File: config.mk
export PLATFORM = sky130hd
export DESIGN_NAME = cnn_frame_ctrl_flat
export DESIGN_NICKNAME = d
export VERILOG_FILES = /design/src/rtl/cnn_ctrl_pkg.sv /design/src/rtl/cnn_frame_ctrl_if.sv /design/src/rtl/cnn_sync_cnt.sv /design/src/rtl/cnn_frame_ctrl.sv /design/src/flat_wrapper.sv
export SDC_FILE = /design/constraint.sdc
export NUM_CORES = 1
export LEC_CHECK = 0
export ABC_AREA = 0
export BUFFER_PORTS_ARGS = -buffer_cell sky130_fd_sc_hd__buf_2
export CAP_MARGIN = 10
export CORE_MARGIN = 2
export CORE_UTILIZATION = 32
export DETAILED_ROUTE_END_ITERATION = 10
export PLACE_DENSITY = 0.54
export SLEW_MARGIN = 20
export SYNTH_ARGS = -nofsm -noshare
export SYNTH_HDL_FRONTEND = slang
export SYNTH_SLANG_ARGS = --single-unit
File: constraint.sdc
create_clock -name clk -period 9.4 [get_ports clk]
set_clock_uncertainty 0.2 [all_clocks]
set_input_delay 1.41 -clock clk [delete_from_list [all_inputs] [get_ports clk]]
set_output_delay 1.41 -clock clk [all_outputs]
set_load 0.05 [all_outputs]
File: src/rtl/cnn_ctrl_pkg.sv
// Shared definitions for the CNN frame controller.
// Holds the controller state encoding and the compile-time check for the
// number of pixels carried per beat.
package cnn_ctrl_pkg;

   typedef enum logic [2:0] {
      StIdle  = 3'd0,
      StVsync = 3'd1,
      StHsync = 3'd2,
      StData  = 3'd3,
      StDone  = 3'd4
   } ctrl_state_e;

   // Only power-of-two lane counts up to 4 are supported by the column stepping.
   function automatic bit ppc_legal(input int unsigned ppc);
      return (ppc == 1) || (ppc == 2) || (ppc == 4);
   endfunction

endpackage

File: src/rtl/cnn_frame_ctrl_if.sv
// Configuration, handshake and status bundle for cnn_frame_ctrl.
//   q_*      : run configuration and start request (sampled only when idle)
//   i_abort  : synchronous cancel
//   i_ready  : downstream accepts the current beat
//   o_*      : state flags, position counters and position flags
// Modports: master drives configuration/handshake, slave is the controller.
interface cnn_frame_ctrl_if #(
   parameter int unsigned W_SIZE  = 12,
   parameter int unsigned W_DELAY = 12,
   parameter int unsigned W_CH    = 8
);

   logic [W_SIZE-1:0]   q_width;
   logic [W_SIZE-1:0]   q_height;
   logic [W_DELAY-1:0]  q_vsync_delay;
   logic [W_DELAY-1:0]  q_hsync_delay;
   logic [W_CH-1:0]     q_num_ch;
   logic                q_start;
   logic                i_abort;
   logic                i_ready;

   logic                o_ctrl_vsync_run;
   logic                o_ctrl_hsync_run;
   logic                o_ctrl_data_run;
   logic [W_SIZE-1:0]   o_row;
   logic [W_SIZE-1:0]   o_col;
   logic [W_CH-1:0]     o_ch;
   logic [2*W_SIZE-1:0] o_data_count;
   logic                o_first_row;
   logic                o_last_row;
   logic                o_end_line;
   logic                o_end_frame;
   logic                o_half_frame;
   logic                o_busy;
   logic                o_done;

   modport master (
      output q_width, q_height, q_vsync_delay, q_hsync_delay, q_num_ch, q_start,
      output i_abort, i_ready,
      input  o_ctrl_vsync_run, o_ctrl_hsync_run, o_ctrl_data_run,
      input  o_row, o_col, o_ch, o_data_count,
      input  o_first_row, o_last_row, o_end_line, o_end_frame, o_half_frame,
      input  o_busy, o_done
   );

   modport slave (
      input  q_width, q_height, q_vsync_delay, q_hsync_delay, q_num_ch, q_start,
      input  i_abort, i_ready,
      output o_ctrl_vsync_run, o_ctrl_hsync_run, o_ctrl_data_run,
      output o_row, o_col, o_ch, o_data_count,
      output o_first_row, o_last_row, o_end_line, o_end_frame, o_half_frame,
      output o_busy, o_done
   );

endinterface

File: src/rtl/cnn_sync_cnt.sv
// Blanking-interval counter.
//   clk, rstn     : clock, asynchronous active-low reset
//   load_i        : capture load_val_i as terminal value and restart from 0
//   load_val_i    : terminal value (blanking length minus 1)
//   clr_i         : restart count from 0, terminal value kept
//   en_i          : advance count by one
//   match_o       : count equals terminal value
module cnn_sync_cnt #(
   parameter int unsigned W = 12
) (
   input  logic         clk,
   input  logic         rstn,
   input  logic         load_i,
   input  logic [W-1:0] load_val_i,
   input  logic         clr_i,
   input  logic         en_i,
   output logic         match_o
);

   logic [W-1:0] cnt_q, cnt_d;
   logic [W-1:0] term_q, term_d;

   always_comb begin
      cnt_d  = cnt_q;
      term_d = term_q;
      if (load_i) begin
         term_d = load_val_i;
         cnt_d  = '0;
      end else if (clr_i) begin
         cnt_d = '0;
      end else if (en_i) begin
         cnt_d = cnt_q + W'(1);
      end
   end

   always_ff @(posedge clk or negedge rstn) begin
      if (!rstn) begin
         cnt_q  <= '0;
         term_q <= '0;
      end else begin
         cnt_q  <= cnt_d;
         term_q <= term_d;
      end
   end

   assign match_o = (cnt_q == term_q);

endmodule

File: src/rtl/cnn_frame_ctrl.sv
// Frame/line/beat sequencer for a CNN feature-map streamer.
// Walks num_ch frames of height lines of width pixels, PPC pixels per beat,
// inserting a vertical blanking interval before each frame and a horizontal
// one before each line. Data beats advance only when i_ready is high.
//   clk, rstn : clock, asynchronous active-low reset
//   bus       : configuration, abort/ready handshake and status outputs
module cnn_frame_ctrl
   import cnn_ctrl_pkg::*;
#(
   parameter int unsigned W_SIZE  = 12,
   parameter int unsigned W_DELAY = 12,
   parameter int unsigned W_CH    = 8,
   parameter int unsigned PPC     = 1
) (
   input logic              clk,
   input logic              rstn,
   cnn_frame_ctrl_if.slave  bus
);

   if (!ppc_legal(PPC)) begin : g_ppc_check
      $error("cnn_frame_ctrl: PPC must be 1, 2 or 4");
   end

   localparam int unsigned    WCnt = 2 * W_SIZE;
   localparam logic [W_SIZE-1:0] PpcW = W_SIZE'(PPC);

   ctrl_state_e       state_q, state_d;
   logic [W_SIZE-1:0] width_q, width_d;
   logic [W_SIZE-1:0] height_q, height_d;
   logic [W_CH-1:0]   nch_q, nch_d;
   logic [W_SIZE-1:0] row_q, row_d;
   logic [W_SIZE-1:0] col_q, col_d;
   logic [W_CH-1:0]   ch_q, ch_d;
   logic [WCnt-1:0]   cnt_q, cnt_d;

   logic              start_ok;
   logic              degenerate;
   logic              v_match, h_match;
   logic              in_data;
   logic              end_line, end_frame;
   logic [WCnt-1:0]   frame_beats, half_idx;

   assign start_ok   = (state_q == StIdle) & bus.q_start & ~bus.i_abort;
   assign degenerate = (bus.q_width < PpcW) | (bus.q_height == '0) | (bus.q_num_ch == '0);
   assign in_data    = (state_q == StData);

   // Blanking counters are cleared on the cycle they match so they re-enter at 0.
   cnn_sync_cnt #(.W(W_DELAY)) u_vsync_cnt (
      .clk        (clk),
      .rstn       (rstn),
      .load_i     (start_ok),
      .load_val_i (bus.q_vsync_delay),
      .clr_i      (bus.i_abort | ((state_q == StVsync) & v_match)),
      .en_i       (state_q == StVsync),
      .match_o    (v_match)
   );

   cnn_sync_cnt #(.W(W_DELAY)) u_hsync_cnt (
      .clk        (clk),
      .rstn       (rstn),
      .load_i     (start_ok),
      .load_val_i (bus.q_hsync_delay),
      .clr_i      (bus.i_abort | ((state_q == StHsync) & h_match)),
      .en_i       (state_q == StHsync),
      .match_o    (h_match)
   );

   // Full-width product so large frames do not wrap the half-frame index.
   assign frame_beats = {{W_SIZE{1'b0}}, width_q / PpcW} * {{W_SIZE{1'b0}}, height_q};
   assign half_idx    = (frame_beats >> 1) - WCnt'(1);

   assign end_line  = in_data & (col_q == width_q - PpcW);
   assign end_frame = end_line & (row_q == height_q - W_SIZE'(1));

   always_comb begin
      state_d  = state_q;
      width_d  = width_q;
      height_d = height_q;
      nch_d    = nch_q;
      row_d    = row_q;
      col_d    = col_q;
      ch_d     = ch_q;
      cnt_d    = cnt_q;

      if (bus.i_abort) begin
         state_d = StIdle;
         row_d   = '0;
         col_d   = '0;
         ch_d    = '0;
         cnt_d   = '0;
      end else begin
         unique case (state_q)
            StIdle: begin
               if (bus.q_start) begin
                  width_d  = bus.q_width;
                  height_d = bus.q_height;
                  nch_d    = bus.q_num_ch;
                  state_d  = degenerate ? StDone : StVsync;
               end
            end
            StVsync: if (v_match) state_d = StHsync;
            StHsync: if (h_match) state_d = StData;
            StData: begin
               if (bus.i_ready) begin
                  cnt_d = cnt_q + WCnt'(1);
                  col_d = col_q + PpcW;
                  if (end_frame) begin
                     row_d = '0;
                     col_d = '0;
                     cnt_d = '0;
                     if (ch_q == nch_q - W_CH'(1)) begin
                        state_d = StDone;
                     end else begin
                        ch_d    = ch_q + W_CH'(1);
                        state_d = StVsync;
                     end
                  end else if (end_line) begin
                     col_d   = '0;
                     row_d   = row_q + W_SIZE'(1);
                     state_d = StHsync;
                  end
               end
            end
            StDone: begin
               ch_d    = '0;
               state_d = StIdle;
            end
            default: state_d = StIdle;
         endcase
      end
   end

   always_ff @(posedge clk or negedge rstn) begin
      if (!rstn) begin
         state_q  <= StIdle;
         width_q  <= '0;
         height_q <= '0;
         nch_q    <= '0;
         row_q    <= '0;
         col_q    <= '0;
         ch_q     <= '0;
         cnt_q    <= '0;
      end else begin
         state_q  <= state_d;
         width_q  <= width_d;
         height_q <= height_d;
         nch_q    <= nch_d;
         row_q    <= row_d;
         col_q    <= col_d;
         ch_q     <= ch_d;
         cnt_q    <= cnt_d;
      end
   end

   assign bus.o_ctrl_vsync_run = (state_q == StVsync);
   assign bus.o_ctrl_hsync_run = (state_q == StHsync);
   assign bus.o_ctrl_data_run  = in_data;
   assign bus.o_row            = row_q;
   assign bus.o_col            = col_q;
   assign bus.o_ch             = ch_q;
   assign bus.o_data_count     = cnt_q;
   assign bus.o_first_row      = in_data & (row_q == '0);
   assign bus.o_last_row       = in_data & (row_q == height_q - W_SIZE'(1));
   assign bus.o_end_line       = end_line;
   assign bus.o_end_frame      = end_frame;
   assign bus.o_half_frame     = in_data & (cnt_q == half_idx);
   assign bus.o_busy           = (state_q != StIdle);
   // An abort arriving in the DONE cycle cancels the completion pulse.
   assign bus.o_done           = (state_q == StDone) & ~bus.i_abort;

endmodule

File: src/flat_wrapper.sv
// flat-port wrapper written by rule: the top's interface ports become plain ports
module cnn_frame_ctrl_flat import cnn_ctrl_pkg::*;
#(
   parameter int unsigned W_SIZE  = 12,
   parameter int unsigned W_DELAY = 12,
   parameter int unsigned W_CH    = 8,
   parameter int unsigned PPC     = 1
)
  (clk, rstn, bus_q_width, bus_q_height, bus_q_vsync_delay, bus_q_hsync_delay, bus_q_num_ch, bus_q_start, bus_i_abort, bus_i_ready, bus_o_ctrl_vsync_run, bus_o_ctrl_hsync_run, bus_o_ctrl_data_run, bus_o_row, bus_o_col, bus_o_ch, bus_o_data_count, bus_o_first_row, bus_o_last_row, bus_o_end_line, bus_o_end_frame, bus_o_half_frame, bus_o_busy, bus_o_done);
  cnn_frame_ctrl_if #(.W_SIZE(W_SIZE), .W_DELAY(W_DELAY), .W_CH(W_CH)) bus_i ();
  input logic clk;
  input logic rstn;
  input wire logic [$bits(bus_i.q_width)-1:0] bus_q_width;
  input wire logic [$bits(bus_i.q_height)-1:0] bus_q_height;
  input wire logic [$bits(bus_i.q_vsync_delay)-1:0] bus_q_vsync_delay;
  input wire logic [$bits(bus_i.q_hsync_delay)-1:0] bus_q_hsync_delay;
  input wire logic [$bits(bus_i.q_num_ch)-1:0] bus_q_num_ch;
  input wire logic [$bits(bus_i.q_start)-1:0] bus_q_start;
  input wire logic [$bits(bus_i.i_abort)-1:0] bus_i_abort;
  input wire logic [$bits(bus_i.i_ready)-1:0] bus_i_ready;
  output wire logic [$bits(bus_i.o_ctrl_vsync_run)-1:0] bus_o_ctrl_vsync_run;
  output wire logic [$bits(bus_i.o_ctrl_hsync_run)-1:0] bus_o_ctrl_hsync_run;
  output wire logic [$bits(bus_i.o_ctrl_data_run)-1:0] bus_o_ctrl_data_run;
  output wire logic [$bits(bus_i.o_row)-1:0] bus_o_row;
  output wire logic [$bits(bus_i.o_col)-1:0] bus_o_col;
  output wire logic [$bits(bus_i.o_ch)-1:0] bus_o_ch;
  output wire logic [$bits(bus_i.o_data_count)-1:0] bus_o_data_count;
  output wire logic [$bits(bus_i.o_first_row)-1:0] bus_o_first_row;
  output wire logic [$bits(bus_i.o_last_row)-1:0] bus_o_last_row;
  output wire logic [$bits(bus_i.o_end_line)-1:0] bus_o_end_line;
  output wire logic [$bits(bus_i.o_end_frame)-1:0] bus_o_end_frame;
  output wire logic [$bits(bus_i.o_half_frame)-1:0] bus_o_half_frame;
  output wire logic [$bits(bus_i.o_busy)-1:0] bus_o_busy;
  output wire logic [$bits(bus_i.o_done)-1:0] bus_o_done;
  assign bus_i.q_width = bus_q_width;
  assign bus_i.q_height = bus_q_height;
  assign bus_i.q_vsync_delay = bus_q_vsync_delay;
  assign bus_i.q_hsync_delay = bus_q_hsync_delay;
  assign bus_i.q_num_ch = bus_q_num_ch;
  assign bus_i.q_start = bus_q_start;
  assign bus_i.i_abort = bus_i_abort;
  assign bus_i.i_ready = bus_i_ready;
  assign bus_o_ctrl_vsync_run = bus_i.o_ctrl_vsync_run;
  assign bus_o_ctrl_hsync_run = bus_i.o_ctrl_hsync_run;
  assign bus_o_ctrl_data_run = bus_i.o_ctrl_data_run;
  assign bus_o_row = bus_i.o_row;
  assign bus_o_col = bus_i.o_col;
  assign bus_o_ch = bus_i.o_ch;
  assign bus_o_data_count = bus_i.o_data_count;
  assign bus_o_first_row = bus_i.o_first_row;
  assign bus_o_last_row = bus_i.o_last_row;
  assign bus_o_end_line = bus_i.o_end_line;
  assign bus_o_end_frame = bus_i.o_end_frame;
  assign bus_o_half_frame = bus_i.o_half_frame;
  assign bus_o_busy = bus_i.o_busy;
  assign bus_o_done = bus_i.o_done;
  cnn_frame_ctrl #(.W_SIZE(W_SIZE), .W_DELAY(W_DELAY), .W_CH(W_CH), .PPC(PPC)) u_core (.clk(clk), .rstn(rstn), .bus(bus_i));
endmodule
==> results of run 1 <==
## layer usage
metal / track usage (%) / part of all wire (%)
met5: 0 / 0.10
met1: 21.2 / 44
met4: 5.54 / 2.1
met3: 3.11 / 3.8
met2: 28.2 / 50
## per-stage QoR
| stage | std cells | setup slack (ps) | utilization, % | instance area (sq um) | hold WS, ps |
|---|---|---|---|---|---|
| final | 2117 | 432 | 36.1 | 15100 | 326 |
| after floorplan | 1482 | 1250 | - | 13500 | 295 |
| after CTS | 2115 | 216 | 36.1 | 15100 | 329 |
| after global routing | 2116 | 19.0 | 36.1 | 15100 | 335 |
| after detailed placement | 2084 | 729 | 34.7 | 14500 | 315 |
| after global placement | 2084 | 931 | 34.7 | 14500 | 311 |
## registers in the layout, summed over array words and instances (netlist names)
register	cells
u_core.u_hsync_cnt.term_q	12
u_core.u_vsync_cnt.term_q	12
u_core.bus.o_data_count	24
u_core.bus.o_ch	8
u_core.nch_q	8
u_core.bus.o_row	12
u_core.u_vsync_cnt.cnt_q	12
u_core.state_q	3
u_core.width_q	12
u_core.bus.o_col	12
u_core.height_q	12
u_core.u_hsync_cnt.cnt_q	12
## cells by family (layout without fill, tap and decap cells)
kind of cell             after synthesis  after routing  synth area share, %
XOR/XNOR                             157            157                 10.2
adder cells (fa/ha/maj)              173            173                 21.7
multiplexers                          68             68                 5.61
AND/OR/NAND/NOR                      565            565                 21.9
other                                  0              2                    0
AO/OA/AOI/OAI                        185            185                 8.94
buffers and inverters                195            289                 5.85
flip-flops                           139            139                 25.8
## worst register-to-register path, cell delays in order, from the launching register on
cell      delay, ps
dfrtp_1         530
inv_1           250
ha_1            250
or4b_4          520
o21ai_1         190
a21oi_1          90
a311o_1         340
a211oi_1        390
and2_1          280
nand2_2          80
inv_2           110
or2_2           270
and2_1          860
nor2_1          130
## cells in the mapped netlist (4+ instances only)
cell type,n,area share (%)
clkbuf_1,54,1.5
buf_4,4,0.22
nor3b_1,4,0.22
xnor2_1,78,5.1
o21ai_1,5,0.19
o22ai_1,5,0.23
or2_2,7,0.33
nand2b_1,19,0.88
o211ai_1,8,0.45
fa_1,100,15
nor3_1,19,0.71
mux2i_1,8,0.59
mux2_2,60,5.0
and3_1,30,1.4
a211oi_1,10,0.56
nand4_1,38,1.8
a21oi_1,46,1.7
nor4_1,22,1.0
nand2_1,150,4.2
inv_1,124,3.5
nor2_1,116,3.2
xor2_1,79,5.1
nand3_1,29,1.1
nand3b_1,6,0.33
o31ai_1,4,0.22
a211o_1,4,0.26
o21ai_0,51,1.9
nor2b_1,8,0.37
o21a_1,5,0.28
or3_1,11,0.51
dfrtp_1,139,26
buf_2,5,0.19
and2_1,76,3.5
ha_1,73,6.8
a31oi_1,5,0.23
## worst min-delay path by stage
stage | start | slack (ps) | endpoint | cells past startpoint
3_3_place_gp | u_core.u_vsync_cnt.term_q[3] | 310 | u_core.u_vsync_cnt.term_q[3] | 1
4_1_cts | u_core.u_vsync_cnt.term_q[4] | 330 | u_core.u_vsync_cnt.term_q[4] | 1
2_1_floorplan | u_core.u_hsync_cnt.cnt_q[5] | 300 | u_core.u_hsync_cnt.cnt_q[5] | 1
5_1_grt | u_core.u_vsync_cnt.term_q[4] | 340 | u_core.u_vsync_cnt.term_q[4] | 1
6_report | u_core.nch_q[7] | 330 | u_core.nch_q[7] | 1
3_5_place_dp | u_core.u_hsync_cnt.term_q[1] | 310 | u_core.u_hsync_cnt.term_q[1] | 1
## final cells by class
class | instances | area (sq um)
Tap cell | 539 | 674
Clock inverter | 13 | 133
Multi-Input combinational cell | 1148 | 9200
Clock buffer | 18 | 439
Timing Repair Buffer | 132 | 682
Fill cell | 4262 | 26700
Inverter | 126 | 473
Sequential cell | 139 | 3490
Antenna cell | 2 | 5.00
==> flow_metrics.env, run 1 <==
export IMPL_yosysWarnings=0
export IMPL_synthesis_nets=1716
export IMPL_fin_nets=1798
export IMPL_layout_drive_gt1_share_pct=17.2
export IMPL_cts_num_sinks=139
export IMPL_drt_iter0_drc=494
export IMPL_start_util_pct=32.2
export IMPL_cts_repair_resized=0
export IMPL_cts_clk_slew_worst_paths_ps=70
export IMPL_drv_cap=0
export IMPL_setup_violations=0
export IMPL_reg2reg_depth=13
export IMPL_yosys_cell_types_count=83
export IMPL_layout_common_cells="nand2_1, dfrtp_1, buf_2"
export IMPL_grt_overflow=0
export IMPL_hold_viol=0
export IMPL_cp_data_required_time_ps=7790
export IMPL_rrSetupSlack_ps=4720
export IMPL_crit_end="bus_o_half_frame"
export IMPL_fin_crit_sh_pct=95.4
export IMPL_cp_top_family="adder cells"
export IMPL_worst_pin_slew_ps=1030
export IMPL_antenna_found_initial=4
export IMPL_slew_headroom_pct=31.2
export IMPL_ant_nets=0
export IMPL_drc=0
export IMPL_syn_to_final_growth_pct=12.1
export IMPL_syn_inst=1482
export IMPL_dieWidth_um=209
export IMPL_fmax_mhz=112
export IMPL_status="complete, no violations"
export IMPL_path_class="flip-flop to output port"
export IMPL_portBuffers=126
export IMPL_period_needed_ps=8970
export IMPL_post_cts_setup_buffers=0
export IMPL_core_sq_um=41800
export IMPL_async_flop_share_pct=100
export IMPL_ys_ff_latch=139
export IMPL_endpoint_kind="output port"
export IMPL_cp_num_cells=19
export IMPL_slew_violations=0
export IMPL_crit_arrival_ps=7360
export IMPL_yosysSeqAreaShare_pct=25.8
export IMPL_path_max_fanout=19
export IMPL_place_gp_congestion=0.842
export IMPL_pin_count=127
export IMPL_grt_max_degree=79
export IMPL_num_vias=10700
export IMPL_synth_flop_cell="dfrtp_1"
export IMPL_hp_class="flip-flop to flip-flop"
export IMPL_die_area_sq_um=43700
export IMPL_max_stage_delay_ps=580
export IMPL_vias_per_cell=5.06
export IMPL_tns_ps=0
export IMPL_insertion_delay_ps=450
export IMPL_avgSynthCellArea_sq_um=9.08
export IMPL_grt_pass1_wl_um=57900
export IMPL_die_h_um=209
export IMPL_grtUsageTotal_pct=16.6
export IMPL_final_common_cell="nand2_1"
export IMPL_dp_hpwl_um=27900
export IMPL_cts_root_buffer="clkbuf_16"
export IMPL_path_common_cell="fa_1"
export IMPL_crit_chain="nand2_1 > fa_1 > fa_1 > fa_1 > fa_1 > fa_1 > inv_1 > ha_1 > a21oi_1 > o21ai_0 > or2_2 > o221ai_1 > nand2_2 > nor3b_4 > xnor2_1 > or4b_1 > a22oi_1 > and4b_1 > buf_2"
export IMPL_syn_cell_area_sq_um=13500
export IMPL_setup_worst_path_start="u_core.width_q[5]"
export IMPL_slowest_stage="dfrtp_2"
export IMPL_wl_per_cell_um=16.8
export IMPL_first_global_vias=10700
export IMPL_rsz0062_at_grt="false"
export IMPL_cts_tree="built"
export IMPL_worstSetupStartpointType="flip-flop"
export IMPL_crit_buf_inv=2
export IMPL_r2r_end="u_core.bus.o_data_count[8]"
export IMPL_htreeDepth=4
export IMPL_cts_made_buffers=17
export IMPL_clockBufferDepth=2
export IMPL_drt_total_wl_um=35500
export IMPL_r2r_start="u_core.width_q[1]"
export IMPL_rows=75
export IMPL_synth_edf_count=0
export IMPL_first_pass_iters=5
export IMPL_hold_buffers=0
Power of run 1 is left out: the tool's default activity adds up to more than one toggle a clock period on the data nets, which glitch-free logic cannot reach.
==> run 2, diff against run 1 <==
--- a/config.mk
+++ b/config.mk
@@ -9,9 +9,9 @@
 export BUFFER_PORTS_ARGS = -buffer_cell sky130_fd_sc_hd__buf_2
 export CAP_MARGIN = 10
 export CORE_MARGIN = 2
-export CORE_UTILIZATION = 32
+export CORE_UTILIZATION = 25
 export DETAILED_ROUTE_END_ITERATION = 10
-export PLACE_DENSITY = 0.54
+export PLACE_DENSITY = 0.46
 export SLEW_MARGIN = 20
 export SYNTH_ARGS = -nofsm -noshare
 export SYNTH_HDL_FRONTEND = slang
==> flow_metrics.env, run 2 (same netlist as run 1, synthesis figures left out) <==
export IMPL_status="complete, no violations"
export IMPL_insertion_delay_ps=450
export IMPL_num_antenna_cells=0
export IMPL_cp_data_required_time_ps=7790
export IMPL_htreeDepth=4
export IMPL_busiest_layer="met2"
export IMPL_path_class="flip-flop to output port"
export IMPL_grt_overflow=0
export IMPL_cts_repair_resized=0
export IMPL_cts_root_buffer="clkbuf_16"
export IMPL_dp_hpwl_um=29600
export IMPL_worst_pin_slew_ps=1090
export IMPL_grt_util_met3_pct=2.46
export IMPL_antenna_found_initial=4
export IMPL_fmax_mhz=113
export IMPL_hold_depth=1
export IMPL_cts_made_buffers=17
export IMPL_cts_tree="built"
export IMPL_first_pass_iters=5
export IMPL_grt_pass1_wl_um=60800
export IMPL_slew_headroom_pct=27.4
export IMPL_grt_max_degree=83
export IMPL_tns_ps=0
export IMPL_post_cts_setup_buffers=0
export IMPL_rsz0062_at_grt="false"
export IMPL_cts_num_sinks=139
export IMPL_syn_to_final_growth_pct=13.9
export IMPL_worstSetupStartpointType="flip-flop"
export IMPL_portBuffers=126
export IMPL_layout_drive_gt1_share_pct=17.7
export IMPL_core_sq_um=53500
export IMPL_drt_total_wl_um=37600
export IMPL_die_area_sq_um=55700
export IMPL_num_vias=10600
export IMPL_place_gp_congestion=0.841
export IMPL_first_global_vias=10700
export IMPL_rows=85
export IMPL_start_util_pct=25.2
export IMPL_period_needed_ps=8870
export IMPL_vias_per_cell=4.67
export IMPL_endpoint_kind="output port"
export IMPL_hp_class="flip-flop to flip-flop"
export IMPL_cts_clk_slew_worst_paths_ps=70
export IMPL_grtUsageTotal_pct=13.7
export IMPL_drt_iter0_drc=440
export IMPL_fin_crit_sh_pct=94.4
export IMPL_hold_buffers=0
export IMPL_largest_reg_flops=24
export IMPL_reg2reg_depth=13
export IMPL_drc=0
export IMPL_use_met2_pct=22.9
export IMPL_fin_nets=1803
export IMPL_crit_arrival_ps=7260
export IMPL_ant_nets=0
export IMPL_path_max_fanout=13
export IMPL_rrSetupSlack_ps=4600
export IMPL_pin_count=127
export IMPL_drv_cap=0
export IMPL_use_met1_pct=18.2
export IMPL_layout_common_cells="nand2_1, buf_2, dfrtp_1"
export IMPL_hold_viol=0
export IMPL_dieWidth_um=236
export IMPL_setup_violations=0
export IMPL_clockBufferDepth=2
export IMPL_final_common_cell="nand2_1"
export IMPL_slew_violations=0
export IMPL_die_h_um=236
export IMPL_wl_per_cell_um=16.5
## run 2: cell count changes in the layout (fill, tap and decap cells not counted), moves of 2 or more
cell,change
dfrtp_2,+2
inv_8,+2
diode_2,-2
dfrtp_1,-2
buf_4,+5
inv_6,+2
## run 2: worst paths after layout
check                                               end                    startpoint
hold reg to reg            u_core.u_vsync_cnt.term_q[5]  u_core.u_vsync_cnt.term_q[5]
max in group asynchronous            u_core.height_q[5]                          rstn
setup reg to reg            u_core.bus.o_data_count[21]             u_core.width_q[1]
setup / recovery                       bus_o_half_frame             u_core.width_q[6]
min in group asynchronous  u_core.u_hsync_cnt.term_q[2]                          rstn
hold / removal             u_core.u_vsync_cnt.term_q[5]  u_core.u_vsync_cnt.term_q[5]
## run 2: worst max-delay path, cell delays in order (launching register included)
cell,delay [ps]
dfrtp_1,550
buf_4,260
nand2_1,90
fa_1,580
fa_1,460
fa_1,520
fa_1,530
fa_1,550
inv_1,40
ha_1,380
a21oi_1,300
o21ai_0,220
or3_1,400
a21oi_1,420
and4bb_2,360
nand4_1,110
xnor2_1,190
nor4_1,290
and4b_1,280
buf_2,270
## run 2: metal layers
metal,share of wire [%],vias to the layer above
met5,0.14,-
met4,1.6,8
met3,3.4,32
met2,48,165
met1,47,5270
li1,-,5174
## run 2: area by class of cell
cell class	instances	area, sq um
clock inverters	15	143
inverters	126	473
multi-input cells	1148	9200
fillers	5740	38200
well taps	696	871
flip-flops and latches	139	3500
repair buffers	137	719
clock buffers	17	425
## run 2: stage by stage
step                utilization, %  cell area, sq um  cells  hold slack [ps]  setup WS, ps
floorplan                        -             13500   1482              295          1250
global placement              27.5             14700   2246              312           822
detailed placement            27.5             14700   2246              317           681
CTS                           28.6             15300   2278              334           206
global route                  28.7             15300   2278              357          61.1
finish                        28.7             15300   2278              329           529
Power of run 2 is left out for the same reason.
